**src/rtl/cavlc_bitstream_packer.sv**
```systemverilog
// -----------------------------------------------------------------------------
// cavlc_bitstream_packer
//
// Packs variable-length CAVLC codewords (coeff_token, trailing-ones signs,
// level prefix/suffix, total_zeros, run_before) MSB-first into fixed OUT_W-bit
// words for the NAL/RBSP writer. A flush drains every complete word, pads the
// final partial word with PAD_BIT and marks it with word_last.
//
// Ports
//   clk         system clock
//   reset       synchronous, active-high reset
//   code_valid  codeword present
//   code_ready  packer can accept a codeword this cycle
//   code_bits   codeword, right-aligned; bits at or above code_len ignored
//   code_len    codeword length 0..16 (17..31 are treated as 16)
//   flush       single-cycle request to drain and pad
//   word_valid  output word present
//   word_ready  downstream accepts the word
//   word_data   packed word, first bit in the MSB
//   word_last   qualifies the final, padded word of a flush
//   flush_done  one-cycle pulse when the flush completes
//   fill_level  bits held in the accumulator
// -----------------------------------------------------------------------------
module cavlc_bitstream_packer #(
    parameter int OUT_W   = 16,
    parameter bit PAD_BIT = 1'b0
) (
    input  logic             clk,
    input  logic             reset,
    input  logic             code_valid,
    output logic             code_ready,
    input  logic [OUT_W-1:0] code_bits,
    input  logic [4:0]       code_len,
    input  logic             flush,
    output logic             word_valid,
    input  logic             word_ready,
    output logic [OUT_W-1:0] word_data,
    output logic             word_last,
    output logic             flush_done,
    output logic [4:0]       fill_level
);

    localparam int ACC_W  = 2 * OUT_W;
    localparam int FILL_W = $clog2(ACC_W + 1);

    typedef logic [FILL_W-1:0] fill_t;

    localparam fill_t WORD_BITS = fill_t'(OUT_W);
    localparam fill_t FILL_MAX  = fill_t'(31);

    typedef enum logic [1:0] {
        RUN,
        DRAIN,
        PAD,
        DONE
    } state_t;

    state_t            state;
    state_t            state_next;

    // Valid bits live at acc[ACC_W-1 -: fill]; everything below is zero.
    logic [ACC_W-1:0]  acc;
    logic [ACC_W-1:0]  acc_next;
    logic [ACC_W-1:0]  acc_shifted;
    logic [ACC_W-1:0]  code_placed;
    fill_t             fill;
    fill_t             fill_next;
    fill_t             fill_shifted;
    fill_t             len_c;
    fill_t             align_shift;

    // Held low during reset so code_ready first rises the cycle after
    // reset is released, even though the state register already reads RUN.
    logic              ready_en;

    logic              out_free;
    logic              accept;
    logic              emit;
    logic              load_pad;

    logic [OUT_W-1:0]  code_aligned;
    logic [OUT_W-1:0]  pad_mask;
    logic [OUT_W-1:0]  pad_word;

    // -------------------------------------------------------------------------
    // Handshake qualifiers
    // -------------------------------------------------------------------------
    assign out_free   = !word_valid || word_ready;
    // fill <= OUT_W guarantees fill + len never exceeds the accumulator.
    assign code_ready = ready_en && (state == RUN) && (fill <= WORD_BITS);
    assign accept     = code_valid && code_ready;

    // The port is five bits wide; a completely full accumulator reads as 31.
    assign fill_level = (fill > FILL_MAX) ? 5'd31 : 5'(fill);

    // -------------------------------------------------------------------------
    // Next-state and control
    // -------------------------------------------------------------------------
    // NOTE: every signal written here gets a default first, so no path can
    // leave one unassigned and infer a latch.
    always_comb begin
        state_next = state;
        emit       = 1'b0;
        load_pad   = 1'b0;
        flush_done = 1'b0;

        unique case (state)
            RUN: begin
                emit = (fill >= WORD_BITS) && out_free;
                // A code accepted alongside flush is still appended below.
                if (flush) begin
                    state_next = DRAIN;
                end
            end

            DRAIN: begin
                if (fill >= WORD_BITS) begin
                    emit = out_free;
                end else if (out_free) begin
                    state_next = (fill != '0) ? PAD : DONE;
                end
            end

            PAD: begin
                if (out_free) begin
                    load_pad   = 1'b1;
                    state_next = DONE;
                end
            end

            DONE: begin
                // Completion waits for the last word to be handshaken.
                if (!word_valid) begin
                    flush_done = 1'b1;
                    state_next = RUN;
                end
            end

            default: state_next = RUN;
        endcase
    end

    // -------------------------------------------------------------------------
    // Accumulator datapath
    // -------------------------------------------------------------------------
    always_comb begin
        if (int'(code_len) > OUT_W) begin
            len_c = WORD_BITS;
        end else begin
            len_c = fill_t'(code_len);
        end

        // Left-aligning the code in an OUT_W field discards the ignored upper
        // bits; len 0 shifts everything out and appends nothing.
        align_shift  = WORD_BITS - len_c;
        code_aligned = code_bits << align_shift;

        // The outgoing word is removed before the new code is appended, so
        // the code lands directly below whatever remains.
        acc_shifted  = emit ? (acc << OUT_W) : acc;
        fill_shifted = emit ? (fill - WORD_BITS) : fill;
        code_placed  = {code_aligned, {OUT_W{1'b0}}} >> fill_shifted;

        acc_next  = acc_shifted;
        fill_next = fill_shifted;
        if (accept) begin
            acc_next  = acc_shifted | code_placed;
            fill_next = fill_shifted + len_c;
        end
        if (load_pad) begin
            acc_next  = '0;
            fill_next = '0;
        end

        // Only reached with fill < OUT_W: mask covers the unused LSBs.
        pad_mask = {OUT_W{1'b1}} >> fill;
        if (PAD_BIT) begin
            pad_word = acc[ACC_W-1 -: OUT_W] | pad_mask;
        end else begin
            pad_word = acc[ACC_W-1 -: OUT_W] & ~pad_mask;
        end
    end

    // -------------------------------------------------------------------------
    // State, accumulator and output register
    // -------------------------------------------------------------------------
    // NOTE: sequential state uses non-blocking assignments so every register
    // samples the pre-edge values, independent of statement order.
    always_ff @(posedge clk) begin
        if (reset) begin
            state      <= RUN;
            acc        <= '0;
            fill       <= '0;
            ready_en   <= 1'b0;
            word_valid <= 1'b0;
            word_data  <= '0;
            word_last  <= 1'b0;
        end else begin
            state    <= state_next;
            acc      <= acc_next;
            fill     <= fill_next;
            ready_en <= 1'b1;

            // A word is only loaded when the register is free, so an
            // unaccepted word is held stable until word_ready.
            if (emit) begin
                word_data  <= acc[ACC_W-1 -: OUT_W];
                word_valid <= 1'b1;
                word_last  <= 1'b0;
            end else if (load_pad) begin
                word_data  <= pad_word;
                word_valid <= 1'b1;
                word_last  <= 1'b1;
            end else if (word_ready) begin
                word_valid <= 1'b0;
                word_last  <= 1'b0;
            end
        end
    end

endmodule

```
**config.mk**
```make
export PLATFORM = sky130hd
export DESIGN_NAME = cavlc_bitstream_packer
export DESIGN_NICKNAME = d
export VERILOG_FILES = /design/src/rtl/cavlc_bitstream_packer.sv
export SDC_FILE = /design/constraint.sdc
export NUM_CORES = 1
export LEC_CHECK = 0
export ABC_AREA = 1
export ABC_CLOCK_PERIOD_IN_PS = 5400
export BUFFER_PORTS_ARGS = -buffer_cell sky130_fd_sc_hd__buf_2
export CORE_ASPECT_RATIO = 2
export CORE_MARGIN = 2
export CORE_UTILIZATION = 60
export CTS_BUF_LIST = sky130_fd_sc_hd__clkbuf_4
export CTS_CLUSTER_SIZE = 30
export DETAILED_ROUTE_END_ITERATION = 7
export GPL_TIMING_DRIVEN = 0
export PLACE_DENSITY = 0.84
export SYNTH_ARGS = -nofsm -noshare
export SYNTH_HDL_FRONTEND = slang
export SYNTH_SLANG_ARGS = --single-unit
```
**constraint.sdc**
```tcl
create_clock -name clk -period 5.4 [get_ports clk]
set_input_delay 0.27 -clock clk [delete_from_list [all_inputs] [get_ports clk]]
set_output_delay 0.27 -clock clk [all_outputs]
set_load 0.005 [all_outputs]
```
# Word-level counts from Yosys, hierarchy flattened
# Index checks and enable logic that the tools add are counted.
[totals]
reg_bits = 59
output_inout_bits = 25
input_bits = 26
[op_classes]
n_reduce_logical = 14
n_bitwise = 3
eq_ne = 8
n_addsub = 3
magnitude_cmp = 4
shift = 3
n_mux = 25
[op_table]
columns = ["op", "count"]
rows = [
  ["$mux W32", 2],
  ["$mux W16", 2],
  ["$or A32 B32 Y32", 1],
  ["$shr A32 B6 Y32", 1],
  ["$and A16 B16 Y16", 1],
  ["$not A16 Y16", 1],
  ["$shl A16 B6 Y16", 1],
  ["$shr A16 B6 Y16 const A", 1],
  ["$mux W6", 2],
  ["$mux W1", 10],
  ["$mux W2", 5],
  ["$mux W5", 2],
  ["$ne A2 B2 Y1 const B", 5],
  ["$pmux W2 S4", 1],
  ["$add A6 B6 Y6", 1],
  ["$ge A6 B5 Y1 const B", 1],
  ["$gt A6 B5 Y1 const B", 1],
  ["$le A6 B5 Y1 const B", 1],
  ["$reduce_bool A6 Y1", 1],
  ["$sub A5 B6 Y6 const A", 1],
  ["$sub A6 B5 Y6 const B", 1],
  ["$gt A5 B5 Y1 const B", 1],
  ["$reduce_and A5 Y1", 1],
  ["$eq A2 B2 Y1 const B", 2],
  ["9 further kinds", 14],
]

# Longest topological paths before layout
# Gate-level depths: netlist (run 1).
[logic_depth]
word_depth = 8
ltp_mapped = 27
mapped_depth_nobuf = 24

# Least setup slack after synthesis (run 1)
# No wires, ideal clock.
[synth_timing]
path_kind = "input to register"
start = "input code_len[0]"
end = "register acc[2]"
arrival_ps = 2773
path_stages = 24
path_buffers = 4
setup_time_ps = 132
setup_slack_ps = 2495
cell_sequence = "nor2_1 -> nand2_2 -> nand2_4 -> buf_6 -> buf_8 -> inv_1 -> nor2_1 -> inv_1 -> ha_1 -> buf_2 -> clkinv_1 -> buf_2 -> nand3_1 -> nand2_1 -> nand2_1 -> nand3_1 -> nand3_1 -> nand2_1 -> nand2_1 -> nand3_1 -> nand3_1 -> nand3_1 -> nand2_1 -> a21oi_2"
[synth_between]
elab_chain_len = 7
[synth_rtl]
columns = ["element", "line_no", "rtl"]
rows = [
  ["start: declaration", "33", "input logic [4:0] code_len,"],
  ["$gt A5 B5 Y1", "147", "if (int'(code_len) > OUT_W) begin"],
  ["$mux W5 (*)", "147", ""],
  ["$sub A5 B6 Y6 (*)", "155", "align_shift = WORD_BITS - len_c;"],
  ["$shl A16 B6 Y16 (*)", "156", "code_aligned = code_bits << align_shift;"],
  ["$shr A32 B6 Y32 (*)", "162", "code_placed = {code_aligned, {OUT_W{1'b0}}} >> fill_shifted;"],
  ["$or A32 B32 Y32 (*)", "167", "acc_next = acc_shifted | code_placed;"],
  ["$mux W32 (*)", "166", "if (accept) begin"],
  ["end signal: assignment", "200", "acc <= acc_next;"],
  ["end: declaration", "62", "logic [ACC_W-1:0] acc;"],
]
# Every way passes the cells marked *; elsewhere a longest branch is shown, timed or not.
# A chain may end at the register's enable or synchronous reset.

# Final worst setup path (run 1)
[layout_timing]
start = "register fill[5]"
end = "register fill[4]"
[layout_between]
elab_chain_len = 6
elab_cells_between_ends = 10
[layout_rtl]
columns = ["element", "line_no", "rtl"]
rows = [
  ["start: declaration", "66", "fill_t fill;"],
  ["start signal: assignment", "201", "fill <= fill_next;"],
  ["$ge A6 B5 Y1", "109, 117", ""],
  ["$mux W1 or $logic_and A1 B1 Y1 (tied branches)", "117, 109", ""],
  ["$pmux W1 S2", "107", "unique case (state)"],
  ["$mux W6", "161", "fill_shifted = emit ? (fill - WORD_BITS) : fill;"],
  ["$add A6 B6 Y6", "168", "fill_next = fill_shifted + len_c;"],
  ["$mux W6 (*)", "166", ""],
]
# Marks and branches as above.

==> results.yml, run 1 <==
global_routing:
  grt.total_usage_pct: 35.19
  antenna_found_initial: 0
  first_global_vias: 5126
  grt_overflow: 0
  grt_max_degree: 13
  grt_pass1_wl_um: 23870
worst_setup_path:
  start_kind: "flop"
  end_kind: "flop"
  required_ps: 5690
  r2r-start: "fill[5]$_SDFF_PP0_"
  r2r_setup_slack_ps: 1990
  worstPathArrival_ps: 3700
  worst_r2r_path_depth: 12
  path_class: "reg2reg"
  r2r-end: "fill[4]$_SDFF_PP0_"
  crit_fanout: 10
drt:
  vias: 5634
  drtIter0Drc: 521
  drt_pre_antenna_iters: 6
  ant_nets: 0
  drc: 0
  via_per_inst: 6.019
  routed_wl_um: 14950
  wl_per_cell_um: 15.98
sta:
  finalSetupViolCount: 0
  worst_slew_pin_slew_ps: 670.9
  skew_ps: 17.66
  finalSetupTns_ps: 0
  finalCriticalPeriod_ps: 3407
  hold_viol_final: 0
  slew_headroom_pct: 55.27
  drv_slew: 0
  fin_crit_sh_pct: 63.08
  timing.fmax_mhz: 293.6
  grt_setup_unrepaired: "no"
floorplan:
  dieArea_um2: 8779
  die_w_um: 67.26
  coreArea_um2: 7828
  num_rows: 46
  start_util_pct: 61.35
  die_h_um: 130.5
  io-pin-count: 51
synthesis:
  yosysTopAreaCell: "dfxtp_1"
  syn_nets: 815
  ys_types: 43
  yosys_register_bits: 59
  synth_sequential_area_ratio_pct: 24.60
  yosysWarnings: 0
  yosysTopAreaCellShare_pct: 24.60
  netlist_area_um2: 4802
  syn_avg_cell_area_um2: 6.204
  yosys-top-cells-area: "dfxtp_1 (25%), nand2_1 (17%), nand3_1 (16%), inv_1 (5.5%), a21oi_1 (5.4%)"
  syn_inst: 774
worst_hold_path:
  whs_endpoint: "word_data[7]$_SDFFE_PP0P_"
  min_path_type: "in2reg"
  holdCritStartpoint: "reset"
  hold_depth: 2
cts:
  cts_hold_buf: 0
  cts_buffers: 9
  clock_path_buffers: 2
  insertion_delay_ps: 420
  cts_max_level: 3
  tritoncts: "built"
  cts-root-buf: "clkbuf_4"
  ctsResizeCount: 0
  clock_sinks: 59
  post-cts-setup-buffer-count: 0
  path_clk_slew_ps: 120
placed_design:
  gp_congestion: 1.015
  dpl.hpwl_um: 11670
  io_buffers: 50
  dp.cells: 920
final_layout:
  n_antenna_cell: 0
  final_util_pct: 68.22
  final_common_cell: "nand2_1"
  final_layout_size_suffix_gt1_share_pct: 17.26
  final_cell_mix: "nand2_1 (212), nand3_1 (150), inv_1 (70)"
  nets: 876
  layout.cells.non_filler: 936
  synthToLayoutAreaGrowth_pct: 11.20
power:
  power_density_nw_per_um2: 415.8
  max-vdd-ir-drop_mv: 0.3023
  p_leak_uw: 0.002600
outcome:
  status: "finished, final reports clean"
flow_run:
  cap_violations: 0
==> stage by stage <==
| stage | instance area (µm²) | hold WS, ps | setup slack, ps | power, µW |
|---|---|---|---|---|
| after floorplan | 4802 | 339.1 | 2495 | 1463 |
| after global placement | 5172 | 456.7 | 1825 | 1786 |
| after detailed placement | 5172 | 456.1 | 1792 | 1815 |
| after CTS | 5340 | 77.85 | 2001 | 2186 |
| after global routing | 5340 | 77.21 | 1804 | 2376 |
| final | 5340 | 74.55 | 1994 | 2220 |
==> final cells by class <==
type	instances	area [µm²]
plain buffers	42	227.7
clock buffers	9	67.56
clock inverters	7	100.1
fillers	753	2487
inverters	81	306.5
multi-input cells	592	3087
flip-flops and latches	59	1181
well taps	96	120.1
repair buffers	50	250.2
==> worst max-delay path by stage <==
stage | from | endpoint
after floorplan | code_len[0] | acc[2]$_SDFF_PP0_
after CTS | fill[5]$_SDFF_PP0_ | fill[4]$_SDFF_PP0_
final | fill[5]$_SDFF_PP0_ | fill[4]$_SDFF_PP0_
after detailed placement | code_len[0] | acc[6]$_SDFF_PP0_
after global placement | code_len[0] | acc[6]$_SDFF_PP0_
after global routing | code_len[0] | acc[6]$_SDFF_PP0_
==> cells in the mapped netlist <==
| cell | n |
|---|---|
| nor2_2 | 3 |
| buf_8 | 1 |
| o22ai_1 | 1 |
| clkbuf_1 | 15 |
| nor3b_1 | 1 |
| o2111ai_1 | 2 |
| nor2_4 | 2 |
| or2_2 | 2 |
| a211oi_4 | 1 |
| ha_1 | 14 |
| inv_4 | 1 |
| buf_1 | 3 |
| a31oi_1 | 7 |
| buf_2 | 17 |
| nor2_8 | 1 |
| inv_1 | 70 |
| nand3_1 | 150 |
| o21ai_0 | 31 |
| nand2_4 | 4 |
| fa_1 | 1 |
| buf_4 | 2 |
| nor3_1 | 3 |
| clkinv_1 | 4 |
| buf_6 | 4 |
| o21bai_1 | 1 |
| nor2_1 | 30 |
| o211ai_1 | 4 |
| nand2_1 | 212 |
| nand4_1 | 11 |
| dfxtp_1 | 59 |
| mux2i_1 | 8 |
| a21oi_1 | 52 |
| o31ai_1 | 2 |
| nand3_2 | 18 |
| nor3_2 | 1 |
| nand2_2 | 10 |
| o21ai_1 | 11 |
| a21oi_2 | 3 |
| inv_2 | 6 |
| a211oi_1 | 2 |
| a221oi_1 | 1 |
| o21ai_2 | 2 |
| nand3b_2 | 1 |
==> worst max-delay path: stages (launching register included) <==
cell	delay (ps)
dfxtp_1	420
inv_1	160
ha_1	270
a211oi_4	520
inv_2	150
buf_2	240
nand2_2	140
nand2_2	120
inv_2	130
buf_4	200
ha_1	260
or2_2	300
a221oi_1	370
==> flip-flops by register name, indices dropped and copies added (netlist names) <==
signal and cells:
fill 6, ready_en 1, word_valid 1, word_last 1, state 2, acc 32
word_data 16
==> cell families (layout without fill, tap and decap cells) <==
logic type | Yosys count | after routing | synth area share (%)
compound gates | 120 | 120 | 14.12
fa+ha+maj | 15 | 15 | 4.065
buf+inv | 123 | 189 | 11.13
flops | 59 | 59 | 24.60
mux | 8 | 8 | 1.668
simple gates | 449 | 449 | 44.42
==> power breakdown <==
group / internal, µW / switching, µW / leakage, µW
Combinational: 393 / 877 / 0.00203
Sequential: 520 / 52.6 / 0.000481
Clock: 191 / 187 / 0.0000905
Total: 1100 / 1120 / 0.00260
==> metal layers <==
metal / up-vias / global-route usage, % / part of all wire (%)
met1: 2652 / 44.20 / 40
met5: - / 0 / 0
li1: 2702 / - / -
met3: 48 / 5.651 / 6.8
met2: 232 / 59.00 / 49
met4: 0 / 13.93 / 3.5
Power figures use the tool's default switching activity.
==> inputs of run 2 (changes only) <==
- ABC_CLOCK_PERIOD_IN_PS: 5400 -> 2900
- CORE_UTILIZATION: 60 -> 56
- PLACE_DENSITY: 0.84 -> 0.83
- clock period: 5.4 -> 2.9 ns (I/O delays scaled with it)
==> results.yml, run 2 (synthesis results as in run 1) <==
outcome:
  status: "finished, final reports clean"
power:
  p_leak_uw: 0.002660
  power_density_nw_per_um2: 766.1
  power_uw: 4271
  max-vdd-ir-drop_mv: 0.3344
worst_hold_path:
  hold_depth: 4
  min_path_type: "in2reg"
  holdCritStartpoint: "word_ready"
final_layout:
  max_flop_register: "acc"
  synthToLayoutAreaGrowth_pct: 16.08
  nets: 879
  largestRegisters: "acc (32), word_data (16), fill (6)"
  final_common_cell: "nand2_1"
  final_cell_mix: "nand2_1 (206), nand3_1 (134), inv_1 (68)"
  final_layout_size_suffix_gt1_share_pct: 21.83
  largest_register_ffs: 32
  fin_area_um2: 5574
worst_setup_path:
  end_kind: "flop"
  r2r-start: "state[0]$_SDFFE_PP0P_"
  critPathSlowestCell: "dfxtp_1"
  required_ps: 3230
  worstPathArrival_ps: 3140
  crit_fanout: 10
  crit_start: "state[0]$_SDFFE_PP0P_"
  path_delay_family: "buffers and inverters"
  start_kind: "flop"
  worst_r2r_path_depth: 13
  cpPeakStageDelay_ps: 370
  path_class: "reg2reg"
  path_buf_inv: 6
  path_depth: 13
  crit_chain: "inv_1 -> ha_1 -> inv_1 -> a211oi_4 -> inv_2 -> buf_2 -> nand2_4 -> nand2_2 -> inv_4 -> buf_6 -> ha_1 -> or2_2 -> a221oi_1"
global_routing:
  first_global_vias: 5651
  grt_overflow: 0
  grt_pass1_wl_um: 26700
  grt_max_degree: 12
  antenna_found_initial: 1
  grt.total_usage_pct: 36.38
drt:
  drc: 0
  wl_per_cell_um: 17.80
  ant_nets: 0
  routed_wl_um: 16770
  drt_pre_antenna_iters: 8
  vias: 5540
  via_per_inst: 5.881
  drtIter0Drc: 315
cts:
  cts_buffers: 9
  path_clk_slew_ps: 110
  cts-root-buf: "clkbuf_4"
  clock_sinks: 59
  insertion_delay_ps: 410
  tritoncts: "built"
  cts_max_level: 3
  clock_path_buffers: 2
floorplan:
  num_rows: 47
  die_h_um: 135.0
  dieArea_um2: 9377
  io-pin-count: 51
  die_w_um: 69.48
  coreArea_um2: 8292
  start_util_pct: 57.91
sta:
  worst_slew_pin_slew_ps: 789.0
  timing.fmax_mhz: 355.8
  fin_hold_ws_ps: 99.99
  skew_ps: 13.71
  hold_viol_final: 0
  drv_slew: 0
  fin_crit_sh_pct: 96.92
  finalSetupTns_ps: 0
  finalCriticalPeriod_ps: 2811
  postLayoutSetupSlackWorst_ps: 89.22
  finalSetupViolCount: 0
  slew_headroom_pct: 47.40
placed_design:
  dpl.hpwl_um: 13950
  pre_cts_slack_ps: -814.4
  gp_congestion: 0.9845
  dpl-instance-area_um2: 5175
  io_buffers: 50
flow_run:
  cap_violations: 0
run 2: cell count changes in the layout (fill, tap and decap cells not counted), moves of 4 or more:
cell	delta
nand2_1	-6
nand3_2	+14
nand3_1	-16
nor2_1	-4
buf_2	-4
o21ai_1	-6
o21ai_2	+4
run 2: metal layers:
metal  wire, µm  share of wire (%)  track usage (%)  vias up
met1       5068                 30            29.12     2509
met4       1594                9.5            33.44        0
met2       9452                 56            71.63      214
met3        652                3.9            5.672      100
li1           -                  -                -     2717
met5          0                  0                0        -
run 2: layout make-up:
class | instances | area (µm²)
inverter | 81 | 314.1
multi-input combinational | 592 | 3272
tap | 98 | 122.6
clock buffer | 9 | 67.56
timing repair buffer | 54 | 282.8
fill | 794 | 2718
clock inverter | 7 | 92.59
buffer | 41 | 237.7
antenna | 1 | 2.502
sequential | 59 | 1182
run 2: what timing repair did:
action                                  CTS  global route
gates resized for setup                  10            48
pin swaps                                 2             8
setup buffers                             1             2
hold buffers                              1             0
endpoints found under the hold margin     3             0
endpoints found under the setup margin   33            34
run 2: where the power goes:
part | leakage (µW) | internal [µW] | total, µW | switching, µW
registers | 0.000481 | 968 | 1060 | 94.2
clock network | 0.0000796 | 346 | 671 | 325
logic | 0.00210 | 795 | 2540 | 1740
total | 0.00266 | 2110 | 4270 | 2160
run 2: path summary, 6_finish.rpt:
check / end / slack (ps)
worst max register to register: fill[4]$_SDFF_PP0_ / 90
worst min-delay path: word_last$_SDFFE_PP0P_ / 100
worst min register to register: word_data[1]$_SDFFE_PP0P_ / 470
worst max-delay path: fill[4]$_SDFF_PP0_ / 90
run 2: worst min-delay path, stage by stage:
cell and delay (ps):
buf_2 70, inv_1 50, a21oi_1 150, nor3_1 60
run 2: stage by stage:
stage,utilization [%],instances
after floorplan,-,774
after global placement,62.41,922
after detailed placement,62.41,922
after CTS,64.96,940
after global routing,67.23,942
final,67.23,942
